==> src/rtl/ps2_pkg.sv <==
// Shared definitions for the PS/2 key decoder: scan codes, key codes,
// receiver states and the scan-code to key-code lookup.
package ps2_pkg;

  localparam logic [7:0] SC_BREAK   = 8'hF0;
  localparam logic [7:0] SC_EXT     = 8'hE0;

  localparam logic [7:0] SC_0       = 8'h45;
  localparam logic [7:0] SC_KP0     = 8'h70;
  localparam logic [7:0] SC_1       = 8'h16;
  localparam logic [7:0] SC_KP1     = 8'h69;
  localparam logic [7:0] SC_2       = 8'h1E;
  localparam logic [7:0] SC_KP2     = 8'h72;
  localparam logic [7:0] SC_3       = 8'h26;
  localparam logic [7:0] SC_KP3     = 8'h7A;
  localparam logic [7:0] SC_4       = 8'h25;
  localparam logic [7:0] SC_KP4     = 8'h6B;
  localparam logic [7:0] SC_5       = 8'h2E;
  localparam logic [7:0] SC_KP5     = 8'h73;
  localparam logic [7:0] SC_6       = 8'h36;
  localparam logic [7:0] SC_KP6     = 8'h74;
  localparam logic [7:0] SC_7       = 8'h3D;
  localparam logic [7:0] SC_KP7     = 8'h6C;
  localparam logic [7:0] SC_8       = 8'h3E;
  localparam logic [7:0] SC_KP8     = 8'h75;
  localparam logic [7:0] SC_9       = 8'h46;
  localparam logic [7:0] SC_KP9     = 8'h7D;
  localparam logic [7:0] SC_KP_ADD  = 8'h79;
  localparam logic [7:0] SC_MINUS   = 8'h4E;
  localparam logic [7:0] SC_KP_SUB  = 8'h7B;
  localparam logic [7:0] SC_KP_MUL  = 8'h7C;
  localparam logic [7:0] SC_KP_DIV  = 8'h4A;
  localparam logic [7:0] SC_ENTER   = 8'h5A;

  localparam logic [10:0] KEY_ADD   = 11'd10;
  localparam logic [10:0] KEY_SUB   = 11'd11;
  localparam logic [10:0] KEY_MUL   = 11'd12;
  localparam logic [10:0] KEY_DIV   = 11'd13;
  localparam logic [10:0] KEY_ENTER = 11'd14;

  typedef enum logic [1:0] {
    RX_IDLE,
    RX_DATA,
    RX_PARITY,
    RX_STOP
  } rx_state_t;

  typedef struct packed {
    logic        hit;
    logic [10:0] code;
  } key_lookup_t;

  function automatic key_lookup_t key_lookup(input logic [7:0] sc);
    key_lookup_t r;
    r.hit  = 1'b1;
    r.code = 11'd0;
    case (sc)
      SC_0, SC_KP0:        r.code = 11'd0;
      SC_1, SC_KP1:        r.code = 11'd1;
      SC_2, SC_KP2:        r.code = 11'd2;
      SC_3, SC_KP3:        r.code = 11'd3;
      SC_4, SC_KP4:        r.code = 11'd4;
      SC_5, SC_KP5:        r.code = 11'd5;
      SC_6, SC_KP6:        r.code = 11'd6;
      SC_7, SC_KP7:        r.code = 11'd7;
      SC_8, SC_KP8:        r.code = 11'd8;
      SC_9, SC_KP9:        r.code = 11'd9;
      SC_KP_ADD:           r.code = KEY_ADD;
      SC_MINUS, SC_KP_SUB: r.code = KEY_SUB;
      SC_KP_MUL:           r.code = KEY_MUL;
      SC_KP_DIV:           r.code = KEY_DIV;
      SC_ENTER:            r.code = KEY_ENTER;
      default:             r.hit  = 1'b0;
    endcase
    return r;
  endfunction

endpackage

==> src/rtl/ps2_key_decoder_if.sv <==
// Keyboard-side PS/2 lines plus the key strobe bus towards the sequencer.
interface ps2_key_decoder_if;

  logic        ps2_clk;
  logic        ps2_data;
  logic [10:0] data_out;
  logic        sel;
  logic        frame_err;

  modport master (
    input  ps2_clk,
    input  ps2_data,
    output data_out,
    output sel,
    output frame_err
  );

  modport slave (
    output ps2_clk,
    output ps2_data,
    input  data_out,
    input  sel,
    input  frame_err
  );

endinterface

==> src/rtl/ps2_rx.sv <==
// PS/2 frame receiver: synchronisers, falling-edge detect, frame FSM,
// inactivity timeout and odd-parity / stop-bit validation.
module ps2_rx
  import ps2_pkg::*;
#(
  parameter int TIMEOUT_CYCLES = 100000
) (
  input  logic       clk,
  input  logic       rst,
  input  logic       ps2_clk,
  input  logic       ps2_data,
  output logic [7:0] rx_byte,
  output logic       byte_valid,
  output logic       frame_err
);

  localparam int TW = $clog2(TIMEOUT_CYCLES + 1);

  logic [1:0]    clk_sync;
  logic [1:0]    data_sync;
  logic          clk_prev;
  logic          fe;
  logic          data_s;

  rx_state_t     state, state_n;
  logic [2:0]    bit_cnt, bit_cnt_n;
  logic [7:0]    shift, shift_n;
  logic          par, par_n;
  logic [TW-1:0] tmo, tmo_n;
  logic          valid_n, err_n;

  // Both lines idle high, so the synchronisers reset to 1 to avoid a false edge.
  always_ff @(posedge clk or posedge rst) begin
    if (rst) begin
      clk_sync  <= 2'b11;
      data_sync <= 2'b11;
      clk_prev  <= 1'b1;
    end else begin
      clk_sync  <= {clk_sync[0], ps2_clk};
      data_sync <= {data_sync[0], ps2_data};
      clk_prev  <= clk_sync[1];
    end
  end

  assign fe     = clk_prev & ~clk_sync[1];
  assign data_s = data_sync[1];

  always_ff @(posedge clk or posedge rst) begin
    if (rst) begin
      state      <= RX_IDLE;
      bit_cnt    <= 3'd0;
      shift      <= 8'd0;
      par        <= 1'b0;
      tmo        <= '0;
      byte_valid <= 1'b0;
      frame_err  <= 1'b0;
    end else begin
      state      <= state_n;
      bit_cnt    <= bit_cnt_n;
      shift      <= shift_n;
      par        <= par_n;
      tmo        <= tmo_n;
      byte_valid <= valid_n;
      frame_err  <= err_n;
    end
  end

  always_comb begin
    state_n   = state;
    bit_cnt_n = bit_cnt;
    shift_n   = shift;
    par_n     = par;
    valid_n   = 1'b0;
    err_n     = 1'b0;
    tmo_n     = '0;

    case (state)
      RX_IDLE: begin
        if (fe && !data_s) begin
          state_n   = RX_DATA;
          bit_cnt_n = 3'd0;
        end
      end
      RX_DATA: begin
        if (fe) begin
          shift_n   = {data_s, shift[7:1]};
          bit_cnt_n = bit_cnt + 3'd1;
          if (bit_cnt == 3'd7) state_n = RX_PARITY;
        end
      end
      RX_PARITY: begin
        if (fe) begin
          par_n   = data_s;
          state_n = RX_STOP;
        end
      end
      RX_STOP: begin
        if (fe) begin
          if (data_s && (^{shift, par})) valid_n = 1'b1;
          else                            err_n   = 1'b1;
          state_n = RX_IDLE;
        end
      end
      default: state_n = RX_IDLE;
    endcase

    // A stalled keyboard mid-frame is dropped without flagging an error.
    if (state != RX_IDLE && !fe) begin
      tmo_n = tmo + TW'(1);
      if (tmo_n == TW'(TIMEOUT_CYCLES)) begin
        state_n = RX_IDLE;
        tmo_n   = '0;
      end
    end
  end

  assign rx_byte = shift;

endmodule

==> src/rtl/ps2_key_decoder.sv <==
// PS/2 key decoder top: break/extended/typematic filtering, scan-code
// translation and the sel strobe that hands each key to the sequencer.
module ps2_key_decoder
  import ps2_pkg::*;
#(
  parameter int TIMEOUT_CYCLES = 100000,
  parameter int SEL_CYCLES     = 4
) (
  input  logic                clk,
  input  logic                rst,
  ps2_key_decoder_if.master   bus
);

  logic        [7:0]  rx_byte;
  logic               byte_valid;
  logic               frame_err;
  key_lookup_t        lk;

  logic               break_flag;
  logic               last_valid;
  logic        [7:0]  last_byte;
  logic        [10:0] data_reg;
  logic               load_pending;
  logic               sel_reg;
  logic        [7:0]  sel_cnt;

  ps2_rx #(
    .TIMEOUT_CYCLES(TIMEOUT_CYCLES)
  ) u_rx (
    .clk       (clk),
    .rst       (rst),
    .ps2_clk   (bus.ps2_clk),
    .ps2_data  (bus.ps2_data),
    .rx_byte   (rx_byte),
    .byte_valid(byte_valid),
    .frame_err (frame_err)
  );

  assign lk = key_lookup(rx_byte);

  // data_out is loaded one cycle ahead of sel so it is settled when sel rises.
  always_ff @(posedge clk or posedge rst) begin
    if (rst) begin
      break_flag   <= 1'b0;
      last_valid   <= 1'b0;
      last_byte    <= 8'd0;
      data_reg     <= 11'd0;
      load_pending <= 1'b0;
      sel_reg      <= 1'b0;
      sel_cnt      <= 8'd0;
    end else begin
      if (load_pending) begin
        load_pending <= 1'b0;
        sel_reg      <= 1'b1;
        sel_cnt      <= 8'(SEL_CYCLES);
      end else if (sel_reg) begin
        sel_cnt <= sel_cnt - 8'd1;
        if (sel_cnt == 8'd1) sel_reg <= 1'b0;
      end

      if (byte_valid) begin
        if (rx_byte == SC_EXT) begin
          break_flag <= break_flag;
        end else if (rx_byte == SC_BREAK) begin
          break_flag <= 1'b1;
        end else if (break_flag) begin
          break_flag <= 1'b0;
          if (last_valid && rx_byte == last_byte) last_valid <= 1'b0;
        end else if (last_valid && rx_byte == last_byte) begin
          last_valid <= 1'b1;
        end else if (lk.hit) begin
          last_valid <= 1'b1;
          last_byte  <= rx_byte;
          // A key arriving while a strobe is in flight is dropped, not queued.
          if (!sel_reg && !load_pending) begin
            data_reg     <= lk.code;
            load_pending <= 1'b1;
          end
        end
      end
    end
  end

  assign bus.data_out  = data_reg;
  assign bus.sel       = sel_reg;
  assign bus.frame_err = frame_err;

endmodule

==> src/flat_wrapper.sv <==
// flat-port wrapper written by rule: the top's interface ports become plain ports
module ps2_key_decoder_flat import ps2_pkg::*;
#(
  parameter int TIMEOUT_CYCLES = 100000,
  parameter int SEL_CYCLES     = 4
)
  (clk, rst, bus_ps2_clk, bus_ps2_data, bus_data_out, bus_sel, bus_frame_err);
  ps2_key_decoder_if bus_i ();
  input  logic clk;
  input  logic rst;
  input wire logic [$bits(bus_i.ps2_clk)-1:0] bus_ps2_clk;
  input wire logic [$bits(bus_i.ps2_data)-1:0] bus_ps2_data;
  output wire logic [$bits(bus_i.data_out)-1:0] bus_data_out;
  output wire logic [$bits(bus_i.sel)-1:0] bus_sel;
  output wire logic [$bits(bus_i.frame_err)-1:0] bus_frame_err;
  assign bus_i.ps2_clk = bus_ps2_clk;
  assign bus_i.ps2_data = bus_ps2_data;
  assign bus_data_out = bus_i.data_out;
  assign bus_sel = bus_i.sel;
  assign bus_frame_err = bus_i.frame_err;
  ps2_key_decoder #(.TIMEOUT_CYCLES(TIMEOUT_CYCLES), .SEL_CYCLES(SEL_CYCLES)) u_core (.clk(clk), .rst(rst), .bus(bus_i));
endmodule
==> config.mk <==
export PLATFORM = sky130hd
export DESIGN_NAME = ps2_key_decoder_flat
export DESIGN_NICKNAME = d
export VERILOG_FILES = /design/src/rtl/ps2_pkg.sv /design/src/rtl/ps2_key_decoder_if.sv /design/src/rtl/ps2_rx.sv /design/src/rtl/ps2_key_decoder.sv /design/src/flat_wrapper.sv
export SDC_FILE = /design/constraint.sdc
export NUM_CORES = 1
export LEC_CHECK = 0
export BUFFER_PORTS_ARGS = -buffer_cell sky130_fd_sc_hd__buf_4
export CORE_MARGIN = 5
export CORE_UTILIZATION = 28
export DETAILED_ROUTE_END_ITERATION = 12
export GPL_ROUTABILITY_DRIVEN = 0
export SYNTH_ARGS = -nofsm -noshare
export SYNTH_HDL_FRONTEND = slang
export SYNTH_SLANG_ARGS = --single-unit
export TNS_END_PERCENT = 10
==> constraint.sdc <==
create_clock -name clk -period 5.5 [get_ports clk]
set_clock_uncertainty 0.1 [all_clocks]
set_input_delay 0.275 -clock clk [delete_from_list [all_inputs] [get_ports clk]]
set_output_delay 0.275 -clock clk [all_outputs]
set_load 0.03 [all_outputs]
# Word level (Yosys, flattened, before mapping)
# Cells that the tools add are included.
# totals
word_cells	135
in_bits	4
latch_bits	0
ramBits	0
mem_bits_ro	0
output_inout_bits	13
register_bits	69
n_memories	0
# op_classes
eq_ne	38
addsub	3
mux	38
bitwise_logic	6
div	0
n_mul	0
shift	0
magnitude_cmp	0
n_reduce_logical	33
# op_table
op	n
$eq A8 B7 Y1 const B	18
$pmux W4 S14	1
$eq A8 B6 Y1 const B	6
$mux W17	2
$reduce_or A26 Y1	1
$mux W1	22
$reduce_or A2 Y1	10
$add A17 B1 Y17 const B	1
$eq A17 B17 Y1 const B	1
$eq A8 B5 Y1 const B	2
$eq A8 B8 Y1 const B	2
$mux W8	2
$mux W2	7
$reduce_xor A9 Y1	1
$eq A8 B1 Y1 const B	1
$eq A8 B8 Y1	1
$pmux W2 S4	1
$reduce_bool A2 Y1	4
$sub A8 B1 Y8 const B	1
$reduce_and A7 Y1	1
$mux W3	2
$ne A2 B2 Y1 const B	3
$pmux W3 S2	1
$reduce_and A2 Y1	3
12 further kinds	24

# Logic depth before layout (Yosys ltp)
# logic_depth
ltp_word	9
depth_mapped	9
ltp_nobuf	7

# Hierarchy
# A second synthesis with hierarchy kept.
# hier_totals
hier_cells	372
area_unflattened_um2	3887.5
# modules_own_cells
module	cells_each	instances	area_each_um2	seq_area_each_um2
ps2_rx	182	1	2001.9	957.2
ps2_key_decoder	190	1	1885.6	600.6

# Least setup slack after synthesis
# OpenSTA, ideal clock, no wires.
# synth_path
kind	register to register
from	register u_core.u_rx.shift[0] (netlist: u_core.u_rx.rx_byte[0])
to	register u_core.last_byte[0]
t_required_ns	5.275
period_less_slack_ns	2.323
stages_incl_launch_ff	8
arrival_time_ns	2.099
setup_slack_ns	3.177
n_path_buf	1
setup_ns	0.125
cell_sequence	dfrtp_1 clkbuf_1 or4b_1 o32ai_1 a22oi_1 and4b_4 a21oi_4 mux2_2
# synth_via
elab_chain_cells	4
word_cells_on_any_way	36
classes_between	eq/ne: 29; mux: 1; bitwise: 3; reduce/logical: 3
# synth_rtl
item	line_no	rtl
start: declaration	ps2_rx.sv:27	logic [7:0] shift, shift_n;
start signal: assignment	ps2_rx.sv:60	shift <= shift_n;
$eq A8 B7 Y1 (tied with other cells)	ps2_pkg.sv:57	case (sc)
$reduce_or A26 Y1 (no line) or $logic_and A1 B1 Y1 (tied branches)	--	
$mux W1 or $not A1 Y1 (tied branches)	--	
$reduce_and A6 Y1 (no line)	--	
end signal: assignment	ps2_key_decoder.sv:73	last_byte <= rx_byte;
end: declaration	ps2_key_decoder.sv:21	logic [7:0] last_byte;
# Parallel ways exist; a longest one is shown, timed or not.
# A chain may end at the register's enable or synchronous reset.

# Worst setup path after layout
# layout_path
from	register u_core.u_rx.shift[5] (netlist: u_core.u_rx.rx_byte[5])
to	register u_core.last_byte[5]
# The elaborated chain is that of the path after synthesis.

==> results.cfg <==
[outcome]
status = finished clean

[clock_network]
clkLatencyLatePin_ps = 320
clkTransAtPathRegs_ps = 60
cts_buffers = 9
cts_buffer_depth = 2
cts_tree = done
clk_root_buffer_cell = clkbuf_16
cts.sinks = 62
cts_htree_levels = 3

[pwr]
power_switching_mw = 0.507
ir_worst_vdd_v = 0.000207
powerDensity_nw_per_um2 = 374
clockPowerShare_pct = 37.0
combPwrFrac_pct = 20.9
seqPwrFrac_pct = 42.1
swShare_pct = 32.9
intPower_mw = 1.03
p_leak_nw = 1.66

[finish]
regMostFlops = u_core.u_rx.tmo
drive_gt1_share_pct = 15.6
final_cell_count_no_fill = 543
multiInputGateArea_um2 = 1890
largest_register_ffs = 17
regArea_um2 = 1560
antenna_cells = 0
fillers = 1280
area_growth_pct = 13.4
nets = 375

[synth]
ys_seq_area_share_pct = 42.9
synth_edf_count = 0
synthArstFlopShare_pct = 100
synth_most_common_cell = dfrtp_1
syn_area_um2 = 3630
synthCells = 368
yosys-top-cells-area = dfrtp_1 (39%), xnor2_1 (6.5%), mux2_2 (5.9%)
synthFlopType = dfrtp_1
ys_warn_count = 0
syn_avg_cell_area_um2 = 9.86
yosysTopAreaCellShare_pct = 39.3
synth.distinct_cells = 65
yosys-top-cells-count = dfrtp_1 (57), nor2_1 (33), xnor2_1 (27), nand2_1 (22), mux2_2 (19)
yosys.area.top_type = dfrtp_1
ys_ff_latch = 62

[placed_design]
dpl.cell_count = 525
numPortBuffers = 9
pre_cts_ws_ps = 2580
hpwl_um = 4730

[route]
dr.pass1.iters = 4
drt-total-wl_um = 7050
wl_met3_um = 297
top_layer = met4
vias = 2652
drc = 0
wl_met1_um = 3370
vias_per_cell = 4.88
postRouteAntennaNets = 0
drtIter0Drc = 257
dr_wl_met2_um = 3260
drt-wirelength-per-cell_um = 13.0

[sta]
setup_viol_count_final = 0
fmax_mhz = 340
slew-limit-headroom_pct = 18.0
rsz0062_at_grt = false
finalHoldViolCount = 0
fin_crit_sh_pct = 53.5
slew_viol_final = 0
setup_tns_ps = 0
tightest_slew_ps = 1220
timing.final.ws_setup_ps = 2560
period_needed_ps = 2940

[global_route]
grt_max_degree = 63
grt_pass1_vias = 2548
antenna_found_initial = 0
grt_pass1_wl_um = 12600
grt-ovfl-total = 0
grtUsageTotal_pct = 10.1

[die]
start_util_pct = 28.6
die_h_um = 124
chipWidth_um = 124
ios = 17
coreArea_um2 = 12700
die_area_um2 = 15300
std_cell_rows = 41

[worst_setup_path]
criticalPathCategory = reg -> reg
crit_arrival_ps = 3040
cp-start-kind = flop
worst_ep_required_time_ps = 5600
cp_max_fo = 26
end_kind = flop

[flow_run]
drv_cap = 0

[worst_hold_path]
hp-class = in -> async
==> power groups by stage <==
| stage | sequential, mW | clock, mW | combinational, mW |
|---|---|---|---|
| 3_5_place_dp | 0.652 | 0 | 0.316 |
| 2_1_floorplan | 0.527 | 0 | 0.389 |
| 6_report | 0.649 | 0.570 | 0.321 |
| 5_1_grt | 0.665 | 0.609 | 0.359 |
| 4_1_cts | 0.644 | 0.590 | 0.320 |
| 3_3_place_gp | 0.649 | 0 | 0.314 |
==> timing repair <==
action | 4_1_cts | 5_1_grt
buffers inserted | 0 | 0
hold buffers | 2 | 0
endpoints found under the hold margin | 2 | 0
gates resized for setup | 0 | 0
==> final timing paths <==
| path | start | end | slack, ps | cells past startpoint |
|---|---|---|---|---|
| min in group clk | u_core.u_rx.data_sync[0]$_DFF_PP1_ | u_core.u_rx.data_sync[1]$_DFF_PP1_ | 260 | 0 |
| hold reg to reg | u_core.u_rx.data_sync[0]$_DFF_PP1_ | u_core.u_rx.data_sync[1]$_DFF_PP1_ | 260 | 0 |
| setup / recovery | u_core.u_rx.rx_byte[5]$_DFFE_PP0P_ | u_core.last_byte[5]$_DFFE_PP0P_ | 2560 | 6 |
| hold / removal | rst | u_core.u_rx.tmo[6]$_DFF_PP0_ | 70 | 3 |
| max in group asynchronous | rst | u_core.u_rx.rx_byte[5]$_DFFE_PP0P_ | 4720 | 3 |
| setup reg to reg | u_core.u_rx.rx_byte[5]$_DFFE_PP0P_ | u_core.last_byte[5]$_DFFE_PP0P_ | 2560 | 6 |
==> logic make-up after synthesis <==
family,synth area share [%]
AOI/OAI and AO/OA,11.8
xor gates and xnor gates,9.18
adders and majority gates,1.72
buffers and inverters,5.48
DFF,42.9
muxes,5.90
other,0.103
and+or+nand+nor,22.9
==> area by class of cell <==
class                      instances  area share (%)
multi-input combinational        270            46.0
sequential                        62            37.9
clock buffer                      12            6.24
tap                              172            5.23
timing repair buffer              12            2.31
clock inverter                     4            1.31
inverter                          11            1.00
==> per-stage QoR <==
| step | hold WS [ps] | instance area, um^2 | total power, mW | util (%) |
|---|---|---|---|---|
| floorplan | 179 | 3650 | 0.916 | - |
| global placement | 247 | 3780 | 0.963 | 29.9 |
| detailed placement | 248 | 3780 | 0.968 | 29.9 |
| CTS | 107 | 4110 | 1.55 | 32.5 |
| global route | 163 | 4110 | 1.63 | 32.5 |
| finish | 71.8 | 4110 | 1.54 | 32.5 |
==> layout by cell type (no fill, tap or decap), types with 4 or more instances in the layout <==
cell,Yosys,layout
nor3_1,15,15
nand4_1,8,8
dfstp_2,5,5
nand2b_1,6,6
mux2_2,19,19
a21oi_1,9,9
dfrtp_1,57,57
nand2_1,22,22
buf_4,8,10
a2111oi_0,4,4
conb_1,1,7
nand3b_1,4,4
xor2_1,11,11
o21ai_0,8,8
nand3_1,12,12
clkbuf_16,0,9
nor2_1,33,33
inv_1,11,10
xnor2_1,27,27
ha_1,5,5
nor3b_1,7,7
nor4_1,6,6
==> worst max-delay path, stage by stage, from the launching register on <==
cell and delay, ps:
dfrtp_1 810, or4b_1 520, o32ai_1 290, a22oi_1 140, and4b_4 300, a21oi_4 280
mux2_2 380
==> layer usage <==
metal	up-vias	global-route usage, %
met5	-	0
met4	0	3.39
met3	16	2.82
met2	60	15.4
met1	1264	13.9
li1	1312	-
Power figures use the tool's default switching activity.
